<file path="config.mk">
export PLATFORM = sky130hd
export DESIGN_NAME = gmii_rx_mac
export DESIGN_NICKNAME = d
export VERILOG_FILES = /design/src/rtl/eth_pkg.sv /design/src/rtl/crc32_d8.sv /design/src/rtl/gmii_rx_mac.sv
export SDC_FILE = /design/constraint.sdc
export NUM_CORES = 1
export LEC_CHECK = 0
export CORE_MARGIN = 10
export CORE_UTILIZATION = 60
export CTS_BUF_LIST = sky130_fd_sc_hd__clkbuf_8
export DETAILED_ROUTE_END_ITERATION = 8
export GPL_TIMING_DRIVEN = 1
export PLACE_DENSITY = 0.83
export SKIP_LAST_GASP = 1
export SLEW_MARGIN = 20
export SYNTH_ARGS = -nofsm -noshare
export SYNTH_HDL_FRONTEND = slang
export SYNTH_SLANG_ARGS = --single-unit
</file>
<file path="constraint.sdc">
create_clock -name clk -period 2.5 [get_ports clk]
set_clock_uncertainty 0.05 [all_clocks]
set_input_delay 0.25 -clock clk [delete_from_list [all_inputs] [get_ports clk]]
set_output_delay 0.25 -clock clk [all_outputs]
set_load 0.005 [all_outputs]
</file>
<file path="src/rtl/eth_pkg.sv">
// Constants and helpers shared by the Ethernet receive and transmit paths:
// framing bytes, CRC-32 parameters and the receive framer state encoding.
package eth_pkg;

   localparam logic [7:0]  PREAMBLE_BYTE = 8'h55;
   localparam logic [7:0]  SFD_BYTE      = 8'hD5;
   localparam logic [31:0] CRC_POLY      = 32'hEDB88320;
   localparam logic [31:0] CRC_INIT      = 32'hFFFFFFFF;
   localparam logic [31:0] CRC_RESIDUE   = 32'hDEBB20E3;

   typedef enum logic [1:0] {
      ST_DROP     = 2'd0,
      ST_IDLE     = 2'd1,
      ST_PREAMBLE = 2'd2,
      ST_DATA     = 2'd3
   } rx_state_t;

   // Reflected CRC-32 advanced by one byte, LSB first, no final inversion.
   function automatic logic [31:0] crc32_step8(input logic [31:0] crc, input logic [7:0] data);
      logic [31:0] c;
      c = crc ^ {24'h000000, data};
      for (int i = 0; i < 8; i++) begin
         if (c[0]) begin
            c = (c >> 1) ^ CRC_POLY;
         end else begin
            c = c >> 1;
         end
      end
      return c;
   endfunction

endpackage

</file>
<file path="src/rtl/crc32_d8.sv">
// Combinational next-CRC for one input byte; shared with the transmit FCS generator.
module crc32_d8
   import eth_pkg::*;
(
   input  logic [31:0] crc_in,
   input  logic [7:0]  data,
   output logic [31:0] crc_out
);

   // Single byte step of the reflected CRC-32.
   always_comb begin
      crc_out = crc32_step8(crc_in, data);
   end

endmodule

</file>
<file path="src/rtl/gmii_rx_mac.sv">
// GMII receive framer: strips preamble/SFD, holds back the FCS through a
// 5-byte delay line and flags CRC, length and GMII errors on the last beat.
module gmii_rx_mac
   import eth_pkg::*;
#(
   parameter int MIN_FRAME = 64,
   parameter int MAX_FRAME = 1518
) (
   input  logic       clk,
   input  logic       rst,
   input  logic       gmii_rx_dv,
   input  logic       gmii_rx_er,
   input  logic [7:0] gmii_rxd,
   output logic [7:0] m_data,
   output logic       m_valid,
   output logic       m_last,
   output logic       m_error,
   output logic       stat_frame_ok,
   output logic       stat_frame_err
);

   localparam logic [15:0] MIN_LEN = 16'(MIN_FRAME);
   localparam logic [15:0] MAX_LEN = 16'(MAX_FRAME);

   rx_state_t       state_r;
   rx_state_t       state_nxt_s;
   logic [31:0]     crc_r;
   logic [31:0]     crc_nxt_s;
   logic [15:0]     cnt_r;
   logic            err_r;
   logic [4:0][7:0] dl_r;
   logic [2:0]      dl_cnt_r;

   logic       sfd_s;
   logic       push_s;
   logic       eof_s;
   logic       full_s;
   logic       frame_bad_s;
   logic [7:0] data_s;
   logic       valid_s;
   logic       last_s;
   logic       error_s;
   logic       ok_s;
   logic       bad_s;

   crc32_d8 u_crc (
      .crc_in  (crc_r),
      .data    (gmii_rxd),
      .crc_out (crc_nxt_s)
   );

   assign sfd_s       = (state_r == ST_PREAMBLE) && gmii_rx_dv && (gmii_rxd == SFD_BYTE);
   assign push_s      = (state_r == ST_DATA) && gmii_rx_dv;
   assign eof_s       = (state_r == ST_DATA) && !gmii_rx_dv;
   assign full_s      = (dl_cnt_r == 3'd5);
   assign frame_bad_s = err_r || (crc_r != CRC_RESIDUE) || (cnt_r < MIN_LEN) || (cnt_r > MAX_LEN);

   // State register.
   always_ff @(posedge clk) begin
      if (rst) begin
         state_r <= ST_DROP;
      end else begin
         state_r <= state_nxt_s;
      end
   end

   // Next-state logic; DROP waits for a gap so we never lock onto mid-frame bytes.
   always_comb begin
      state_nxt_s = ST_DROP;
      case (state_r)
         ST_DROP:     state_nxt_s = gmii_rx_dv ? ST_DROP : ST_IDLE;
         ST_IDLE: begin
            if (!gmii_rx_dv) begin
               state_nxt_s = ST_IDLE;
            end else if (gmii_rxd == PREAMBLE_BYTE) begin
               state_nxt_s = ST_PREAMBLE;
            end else begin
               state_nxt_s = ST_DROP;
            end
         end
         ST_PREAMBLE: begin
            if (!gmii_rx_dv) begin
               state_nxt_s = ST_IDLE;
            end else if (gmii_rxd == PREAMBLE_BYTE) begin
               state_nxt_s = ST_PREAMBLE;
            end else if (gmii_rxd == SFD_BYTE) begin
               state_nxt_s = ST_DATA;
            end else begin
               state_nxt_s = ST_DROP;
            end
         end
         ST_DATA:     state_nxt_s = gmii_rx_dv ? ST_DATA : ST_IDLE;
         default:     state_nxt_s = ST_DROP;
      endcase
   end

   // Output decode; a runt (delay line not yet full) emits nothing but still counts as bad.
   always_comb begin
      data_s  = dl_r[4];
      valid_s = 1'b0;
      last_s  = 1'b0;
      error_s = 1'b0;
      ok_s    = 1'b0;
      bad_s   = 1'b0;
      if (push_s && full_s) begin
         valid_s = 1'b1;
      end else if (eof_s && full_s) begin
         valid_s = 1'b1;
         last_s  = 1'b1;
         error_s = frame_bad_s;
         ok_s    = !frame_bad_s;
         bad_s   = frame_bad_s;
      end else if (eof_s) begin
         bad_s   = 1'b1;
      end else begin
         valid_s = 1'b0;
      end
   end

   // Delay line, CRC, byte counter and sticky error flag.
   always_ff @(posedge clk) begin
      if (rst) begin
         crc_r    <= CRC_INIT;
         cnt_r    <= 16'd0;
         err_r    <= 1'b0;
         dl_r     <= '0;
         dl_cnt_r <= 3'd0;
      end else if (sfd_s) begin
         crc_r    <= CRC_INIT;
         cnt_r    <= 16'd0;
         err_r    <= 1'b0;
         dl_cnt_r <= 3'd0;
      end else if (push_s) begin
         crc_r    <= crc_nxt_s;
         cnt_r    <= (cnt_r == 16'hFFFF) ? cnt_r : cnt_r + 16'd1;
         err_r    <= err_r | gmii_rx_er;
         dl_r     <= {dl_r[3:0], gmii_rxd};
         dl_cnt_r <= full_s ? 3'd5 : dl_cnt_r + 3'd1;
      end else if (eof_s) begin
         dl_cnt_r <= 3'd0;
      end else begin
         dl_cnt_r <= dl_cnt_r;
      end
   end

   // Registered outputs.
   always_ff @(posedge clk) begin
      if (rst) begin
         m_data         <= 8'd0;
         m_valid        <= 1'b0;
         m_last         <= 1'b0;
         m_error        <= 1'b0;
         stat_frame_ok  <= 1'b0;
         stat_frame_err <= 1'b0;
      end else begin
         m_data         <= valid_s ? data_s : 8'd0;
         m_valid        <= valid_s;
         m_last         <= last_s;
         m_error        <= error_s;
         stat_frame_ok  <= ok_s;
         stat_frame_err <= bad_s;
      end
   end

endmodule
</file>
==> flow_summary.ini <==
[status]
status = completed

[synth]
synthTopCellsByArea = dfxtp_1, nand2_1, xnor2_1, a21oi_1, o211ai_1
ys_warn_count = 0
synthCells = 526
synth_flop_cell = dfxtp_1
synthArstFlopShare_pct = 0
avgSynthCellArea_sq_um = 8.94
ys_types = 48
synth_seq_cells = 107
ys_seq_area_share_pct = 45.5
synth_edf_count = 0
synth_top_area_share_pct = 45.5
syn_nets = 539
netlist_area_sq_um = 4700
yosysTopAreaCell = dfxtp_1

[critical_path]
path_class = reg2reg
cp_top_family = simple AND/OR/NAND/NOR gates
cpMostUsedCell = nor4_1
worst_ep_arrival_time_ns = 2.35
crit_path_max_incr_delay_ns = 0.56
cp.buffers_inverters = 0
slowest_stage = or4_1
start_kind = flop
worstPathRequired_ns = 2.70
path_cells = or4_1 > nor4_1 > nand4_1 > nor4_1 > a21oi_1
crit_fanout = 3
endpoint_kind = flop

[timing]
period_share_pct = 86.0
rsz0062_at_grt = false
setup-tns-final_ns = 0
hold-worst-slack_ns = 0.407
layout_min_cycle_time_ns = 2.15
max_freq_mhz = 465
worst_pin_slew_ns = 0.657
slew_violations = 0
setup_violations = 0
finalHoldViolCount = 0
slew_headroom_pct = 55.8

[layout]
final_cells = 655
area_delta_synth_final_pct = 12.4
drive_gt1_share_pct = 8.68
diodes = 0
nets = 561

[global_routing]
grt_pass1_vias = 3294
grt_start_max_net_pins = 56
overflow = 0
track_usage_pct = 16.5
grt_pass1_wl_um = 15900
antenna_found_initial = 0

[routing]
post_drt_wl_per_cell_um = 14.7
drt-total-wl_um = 9620
dr.pass1.iters = 5
ant_nets = 0
num_vias = 3617
drc_errors = 0
viasPerCell = 5.52
drtIter0Drc = 226

[placement]
portBuffers = 24
dp_cells = 639
dpl.hpwl_um = 6620
gp_congestion = 0.863

[clock_tree]
cts_buffer_depth = 2
cts_sinks = 107
root_buffer = clkbuf_8
cts_buffers = 9
path_clk_slew_ns = 0.11
cts_resized = 0
insertion_delay_ns = 0.36
post_cts_buffers = 0
cts_tree = built
postCtsHoldBufs = 0
cts_max_level = 3

[floorplan]
die_h_um = 109
core_sq_um = 7690
placementRows = 32
initial_core_util_pct = 61.2
die_x_um = 109
design.die.area_sq_um = 11800
num_io_pins = 25

[power]
ir_drop_uv = 415
power_density_nw_per_um2 = 564
total_leakage_power_nw = 1.95

[hold_path]
hp-class = reg2reg

[run]
cap_violations = 0
==> logic make-up after synthesis <==
logic type,share of synthesized area (%)
mux,0.213
buf+inv,2.47
simple gates,19.9
flops,45.5
xor+xnor,18.0
fa+ha+maj,0.266
compound gates,13.6
==> path summary, 6_finish.rpt <==
kind                            cells after the start                  start                         to  slack [ns]
worst max-delay path                                5  crc_r[8]$_SDFFE_PP1P_  stat_frame_err$_SDFF_PP0_        0.35
worst min-delay path                                2  dl_r[29]$_SDFFE_PP0P_     data_s[5]$_SDFFE_PP0P_        0.41
worst max register to register                      5  crc_r[8]$_SDFFE_PP1P_  stat_frame_err$_SDFF_PP0_        0.35
worst min register to register                      2  dl_r[29]$_SDFFE_PP0P_     data_s[5]$_SDFFE_PP0P_        0.41
==> synth_stat cells (all sizes together) (2+ instances only) <==
cell,count
and3,2
o211ai,32
nand4,5
buf,2
nand2,122
o2111ai,2
nand4b,3
and2,12
a21o,3
or4b,2
o21ai,6
xnor3,2
nor2,18
nand3,6
nor2b,2
nor3,6
xnor2,50
or3,4
nor4,6
xor2,29
nor4bb,3
clkbuf,27
inv,2
a21oi,54
dfxtp,107
or4,3
==> power by group <==
| part | leakage [nW] | internal, W | total [W] | switching [W] |
|---|---|---|---|---|
| Combinational | 0.998 | 0.000133 | 0.000293 | 0.000159 |
| Clock | 0.0879 | 0.000378 | 0.000983 | 0.000606 |
| Sequential | 0.863 | 0.00170 | 0.00171 | 0.00000207 |
==> worst min-delay path, stage by stage, from the launching register on <==
cell and delay, ns:
dfxtp_1 0.32, nand2_1 0.05, a21oi_1 0.05
==> metal layers <==
layer / share of wire [%] / track usage [%] / vias up / wire length, um
li1: - / - / 1837 / -
met1: 47 / 21.0 / 1692 / 4480
met2: 48 / 28.1 / 79 / 4630
met3: 4.5 / 3.99 / 9 / 432
met4: 0.81 / 3.30 / 0 / 78
met5: 0 / 0 / - / 0
==> cell usage in the layout (no fill, tap or decap), drive strengths merged, types with 2 or more instances in the layout <==
cell type and count:
nand3 6, or3 4, nand4 5, a21o 3
nor4bb 3, dfxtp 107, clkdlybuf4s50 24, nor3 6
xnor2 50, clkinvlp 2, o211ai 32, nor2 18
nand2 122, clkinv 3, inv 4, and2 12
nand4b 3, a21oi 54, and3 2, xnor3 2
o2111ai 2, buf 16, or4b 2, o21ai 6
nor4 6, clkbuf 9, xor2 29, nor2b 2
or4 3
==> registers in the layout, indices dropped and copies added (netlist names) <==
register,flops
cnt_r,16
crc_r,32
data_s,8
dl_cnt_r,3
dl_r,32
err_r,1
m_data,8
m_error,1
m_last,1
m_valid,1
stat_frame_err,1
stat_frame_ok,1
state_r,2
==> metrics by stage <==
stage	util [%]	setup WS (ns)	power, W	instance area, sq um
after floorplan	-	0.588	0.00195	4700
after CTS	68.8	0.372	0.00299	5290
after detailed placement	66.4	0.122	0.00203	5100
final	68.8	0.351	0.00298	5290
after global routing	68.8	0.200	0.00308	5290
after global placement	66.4	0.255	0.00203	5100
==> final cells by class <==
type / instances / area [sq um]
Multi-Input combinational cell: 388 / 2460
Fill cell: 618 / 2400
Sequential cell: 107 / 2140
Timing Repair Buffer: 40 / 360
Tap cell: 102 / 128
Clock buffer: 9 / 124
Clock inverter: 7 / 61.3
Inverter: 2 / 7.51
No activity file was read; power rests on OpenSTA's default activity.
==> edit 1: new RTL, same settings <==
`m_data` no longer has a reset.
--- a/src/rtl/gmii_rx_mac.sv
+++ b/src/rtl/gmii_rx_mac.sv
@@ -146,14 +146,12 @@
    // Registered outputs.
    always_ff @(posedge clk) begin
       if (rst) begin
-         m_data         <= 8'd0;
          m_valid        <= 1'b0;
          m_last         <= 1'b0;
          m_error        <= 1'b0;
          stat_frame_ok  <= 1'b0;
          stat_frame_err <= 1'b0;
       end else begin
-         m_data         <= valid_s ? data_s : 8'd0;
          m_valid        <= valid_s;
          m_last         <= last_s;
          m_error        <= error_s;
@@ -162,4 +160,8 @@
       end
    end
 
+   always_ff @(posedge clk) begin
+      m_data <= valid_s ? data_s : 8'd0;
+   end
+
 endmodule
Behaviour: differs if rst is asserted again (counterexample within 10 cycles, from zero or initial values and one cycle with rst high); with rst held inactive, the same outputs for 10 cycles.
==> edit 1 against the unedited design <==
Synthesized area down 0.29%. Routed wire length up 1.1%. Critical endpoint unchanged. Sequential cell count unchanged. Setup slack worse by 0.079 ns. Power up 9.4%. Count of clock-buffer cells in the layout up 1. Sequential share of layout area down 0.25 points. Combinational power down 3%. First-iteration DRC count up 33%. Die area down 0.24%. Global-route usage up 0.77 points. Final area up 0.62%.
==> edit 1: results (changes against the unedited design) <==
stage	metric	value	unit	change
clock_network	Clock Pin Slew Worst Setup and Hold Paths	0.10	ns	
synth	post-synthesis sequential area ratio	0.4567		was 0.4553
clock_network	postcts setup bufs	0		unchanged
global_route	global-route wire length before repair	16.57	mm	was 15.93 mm
place	placed cell area	5071	µm²	was 5102 µm²
drt	Via-to-Cell Ratio	5.583		was 5.522
layout	ANT cells	0		unchanged
global_route	gr usage total	0.1731		was 0.1654
clock_network	Clk Latency, worst-skew pair	0.37	ns	
critical_path	CP max stage cell	a2111oi_0		was or4_1
global_route	number of global-route vias before repair	3456		was 3294
pwr	Net Switching	0.7352	mW	was 0.7669 mW
drt	per-cell routed wire length	14.96	µm	was 14.68 µm
critical_path	CP top delay family	compound AO/OA/AOI/OAI gates		was simple AND/OR/NAND/NOR gates
layout	biggest regs	crc_r x32, dl_r x32, cnt_r x16		unchanged
clock_network	post-CTS sizing	0		unchanged
drt	First-pass DRT Iterations	5		unchanged
clock_network	CTS H-tree lvls	3		unchanged
synth	top cells by area, synth	dfxtp_1, nand2_1, xnor2_1, a21oi_1, xor2_1		was dfxtp_1, nand2_1, xnor2_1, a21oi_1, o211ai_1
layout	fillers	598		was 618
synth	Post-synth top cells	nand2_1, dfxtp_1, a21oi_1		unchanged
critical_path	R2R setup slack	0.27	ns	was 0.35 ns
timing	crit path time final	2.228	ns	was 2.149 ns
synth	library cells used by synthesis	43		was 48
place	Post-Place Worst Slack	0.1626	ns	was 0.1218 ns
critical_path	Crit Path Max Fanout	3		unchanged
critical_path	Worst Setup SP	crc_r[10]		was crc_r[8]
place	DP HPWL	6.791	mm	was 6.623 mm
status	run status	finished clean		unchanged
critical_path	max incr delay on CP	0.67	ns	was 0.56 ns
timing	Slew @ Worst Pin	0.6807	ns	was 0.6572 ns
pwr	VDD IR max	319.6	µV	was 415.0 µV
synth	Post-synth ARST share	0		unchanged
timing	endpoints failing hold	0		unchanged
layout	Layout Nets	556		was 561
pwr	Leak	1.901	nW	was 1.949 nW
layout	Design Area, Final	5320	µm²	was 5288 µm²
place	RePlAce Congestion	0.8695		was 0.8634
layout	layout cells sized above 1	0.08577		was 0.08680
drt	First DRT Iteration DRCs	300		was 226
clock_network	CTS buffer count	9		unchanged
critical_path	CP arrival	2.42	ns	was 2.35 ns
synth	Net Count, Synth	537		was 539
-- edit 1: worst min-delay path by stage --
stage           startpoint        end  slack (ns)  cells after the start
6_report          dl_r[26]  data_s[2]        0.40                      2
2_1_floorplan  gmii_rxd[0]    dl_r[0]        0.34                      2
3_5_place_dp      dl_r[26]  data_s[2]        0.39                      2
5_1_grt           dl_r[26]  data_s[2]        0.42                      2
4_1_cts           dl_r[26]  data_s[2]        0.40                      2
3_3_place_gp     data_s[7]  data_s[7]        0.39                      2
-- edit 1: layer usage --
layer,global-route usage,wire length [µm],vias up
li1,-,-,1811
met1,0.2200,4435,1718
met2,0.2793,4643,82
met3,0.04819,470,18
met4,0.05367,176,0
met5,0,0,-
-- edit 1: power groups by stage --
stage	logic [mW]	registers, mW	clock network (mW)
after CTS	0.282	1.71	1.30
after floorplan	0.210	1.74	0
after detailed placement	0.276	1.75	0
after global routing	0.305	1.71	1.36
final	0.283	1.71	1.27
after global placement	0.274	1.75	0
-- edit 1: area by class of cell --
cell class	count	area, µm²	area share
clock buffer	10	137.6	0.02587
clock inverter	6	111.4	0.02093
inverter	4	15.01	0.002822
multi-input combinational	383	2429	0.4565
sequential	107	2142	0.4026
tap	102	127.6	0.02399
timing repair buffer	38	357.8	0.06726
-- edit 1: cells by family (layout without fill, tap and decap cells) --
group                      after synthesis  after routing  synth area share
buffers and inverters                   34             58           0.02827
xor gates and xnor gates                85             85            0.1859
DFF                                    107            107            0.4567
AOI/OAI and AO/OA                      101            101            0.1272
and+or+nand+nor                        195            195            0.1971
muxes                                    1              1          0.002134
adders and majority gates                1              1          0.002667
-- edit 1: stage by stage --
step	instances	hold WS [ns]
global placement	634	0.3874
finish	650	0.4023
CTS	650	0.4047
global route	650	0.4180
detailed placement	634	0.3905
floorplan	524	0.3360
-- edit 1: worst reg2reg max path, stage by stage (launching register included) --
cell and delay, ns:
dfxtp_1 0.35, nor4b_1 0.52, nand4_1 0.20, a2111oi_0 0.67, buf_4 0.23, a2111oi_0 0.08
==> edit 2: new RTL, same flow settings <==
Made on the original files. Change the parameter `MAX_FRAME` from 1518 to 759.
--- a/src/rtl/gmii_rx_mac.sv
+++ b/src/rtl/gmii_rx_mac.sv
@@ -4,7 +4,7 @@
    import eth_pkg::*;
 #(
    parameter int MIN_FRAME = 64,
-   parameter int MAX_FRAME = 1518
+   parameter int MAX_FRAME = 759
 ) (
    input  logic       clk,
    input  logic       rst,
Behaviour: no difference found for any inputs over 10 cycles, from zero or initial values and one cycle with rst high; that may be too few to reach the edited logic, so the function may still have changed.
==> edit 2 against the unedited design <==
Routed wire length is 2.3% higher. Power is 2.9% higher. Non-clock buffer count is 2 lower. Maximum frequency is 1.0% higher. Die area is 2.5% higher. Sequential cell count stayed put. Setup slack better by 0.022 ns. Final area is 3.0% higher. Sequential power hardly changed. Critical path depth is 1 lower. Sequential share of layout area is 1.2 points lower. Synthesized area is 3.1% higher. Critical path type unchanged. Largest power group unchanged.
==> edit 2: results (changes against the unedited design) <==
stage	metric	value	unit	change
status	run status	finished clean		unchanged
drt	routed length on met3	518	µm	was 432 µm
pwr	clk pwr	1.02	mW	was 0.983 mW
drt	per-cell routed wire length	14.98	µm	was 14.68 µm
clock_network	Clock Pin Slew Worst Setup and Hold Paths	0.11	ns	about the same
drt	WL met2	4.712	mm	was 4.631 mm
synth	Post-Synth XOR/XNOR Area	0.2055		was 0.1798
layout	multi-input logic area	2589	µm²	was 2465 µm²
drt	Via-to-Cell Ratio	5.633		was 5.522
drt	First DRT Iteration DRCs	247		was 226
critical_path	Worst Setup SP	crc_r[1]		was crc_r[8]
place	Post-Place Worst Slack	0.1002	ns	was 0.1218 ns
drt	Top Layer Used	met4		unchanged
worst_hold_path	hold_sp	dl_r[23]		was dl_r[29]
drt	met1 WL	4.484	mm	was 4.476 mm
critical_path	CP arrival	2.30	ns	was 2.35 ns
pwr	VDD IR max	388.6	µV	was 415.0 µV
synth	Net Count, Synth	543		was 539
pwr	PwrDens	563.5	nW/µm²	was 564.0 nW/µm²
global_route	GRT met2 Usage	0.2663		was 0.2806
synth	Post-Syn Area per Cell	9.155	µm²	was 8.944 µm²
synth	adder-cell share of the synthesized area	0.002579		was 0.002660
global_route	global-route wire length before repair	16.18	mm	was 15.93 mm
synth	Compound-Gate Fraction of Synth Area	0.1297		was 0.1359
global_route	number of global-route vias before repair	3359		was 3294
global_route	M1 GR Usage	0.2175		was 0.2096
pwr	combinational cell power	0.337	mW	was 0.293 mW
place	Inst Count DP	641		was 639
global_route	M3 GR Usage	0.03628		was 0.03986
layout	Final clock-cell share	0.03608		was 0.03502
global_route	gr usage total	0.1659		was 0.1654
synth	count leader, synth	nand2_1		unchanged
layout	Layout Nets	563		was 561
pwr	Net Switching	0.8090	mW	was 0.7669 mW
layout	layout cells sized above 1	0.09189		was 0.08680
layout	non-clk buf share	0.06803		was 0.06815
synth	multiplexer share of the synthesized area	0.006189		was 0.002128
pwr	Leak	1.999	nW	was 1.949 nW
synth	top cells by area, synth	dfxtp_1, nand2_1, xnor2_1, a21oi_1, o211ai_1		unchanged
layout	bufs w/o clock	38		was 40
layout	multi-input gates	389		was 388
synth	post-synthesis sequential area ratio	0.4415		was 0.4553
critical_path	max incr delay on CP	0.58	ns	was 0.56 ns
timing	Slew @ Worst Pin	0.6457	ns	was 0.6572 ns
synth	Post-synth top cells	nand2_1, dfxtp_1, a21oi_1		unchanged
layout	Non-Filler Instances	657		was 655
synth	library cells used by synthesis	46		was 48
critical_path	CP max stage cell	nor4_1		was or4_1
layout	Logic inverters	5		was 2
layout	fillers	641		was 618
layout	Seq area share	0.3935		was 0.4051
global_route	largest net degree at the start of global routing	107		was 56
[edit 2: cell types whose count changed after synthesis, sizes merged, moves of 3 or more]
cell,unedited run,this run
a2111oi,0,4
buf,2,5
clkbuf,27,24
inv,2,5
nand3,6,10
o211ai,32,28
or3,4,0
xnor2,50,56
[edit 2: through the flow]
stage / cell area (µm²) / util
2_1_floorplan: 4852 / -
3_3_place_gp: 5248 / 0.6721
3_5_place_dp: 5248 / 0.6721
4_1_cts: 5444 / 0.6973
5_1_grt: 5444 / 0.6973
6_report: 5444 / 0.6973
[edit 2: tightest hold or removal path: stages (launching register included)]
cell,delay [ns]
dfxtp_1,0.33
nand2_1,0.05
a21oi_1,0.05
[edit 2: worst paths after layout]
path	to	slack [ns]	cells after the start
worst min register to register	dl_r[31]	0.41	2
worst min-delay path	dl_r[31]	0.41	2
worst max register to register	stat_frame_err	0.37	4
worst max-delay path	stat_frame_err	0.37	4
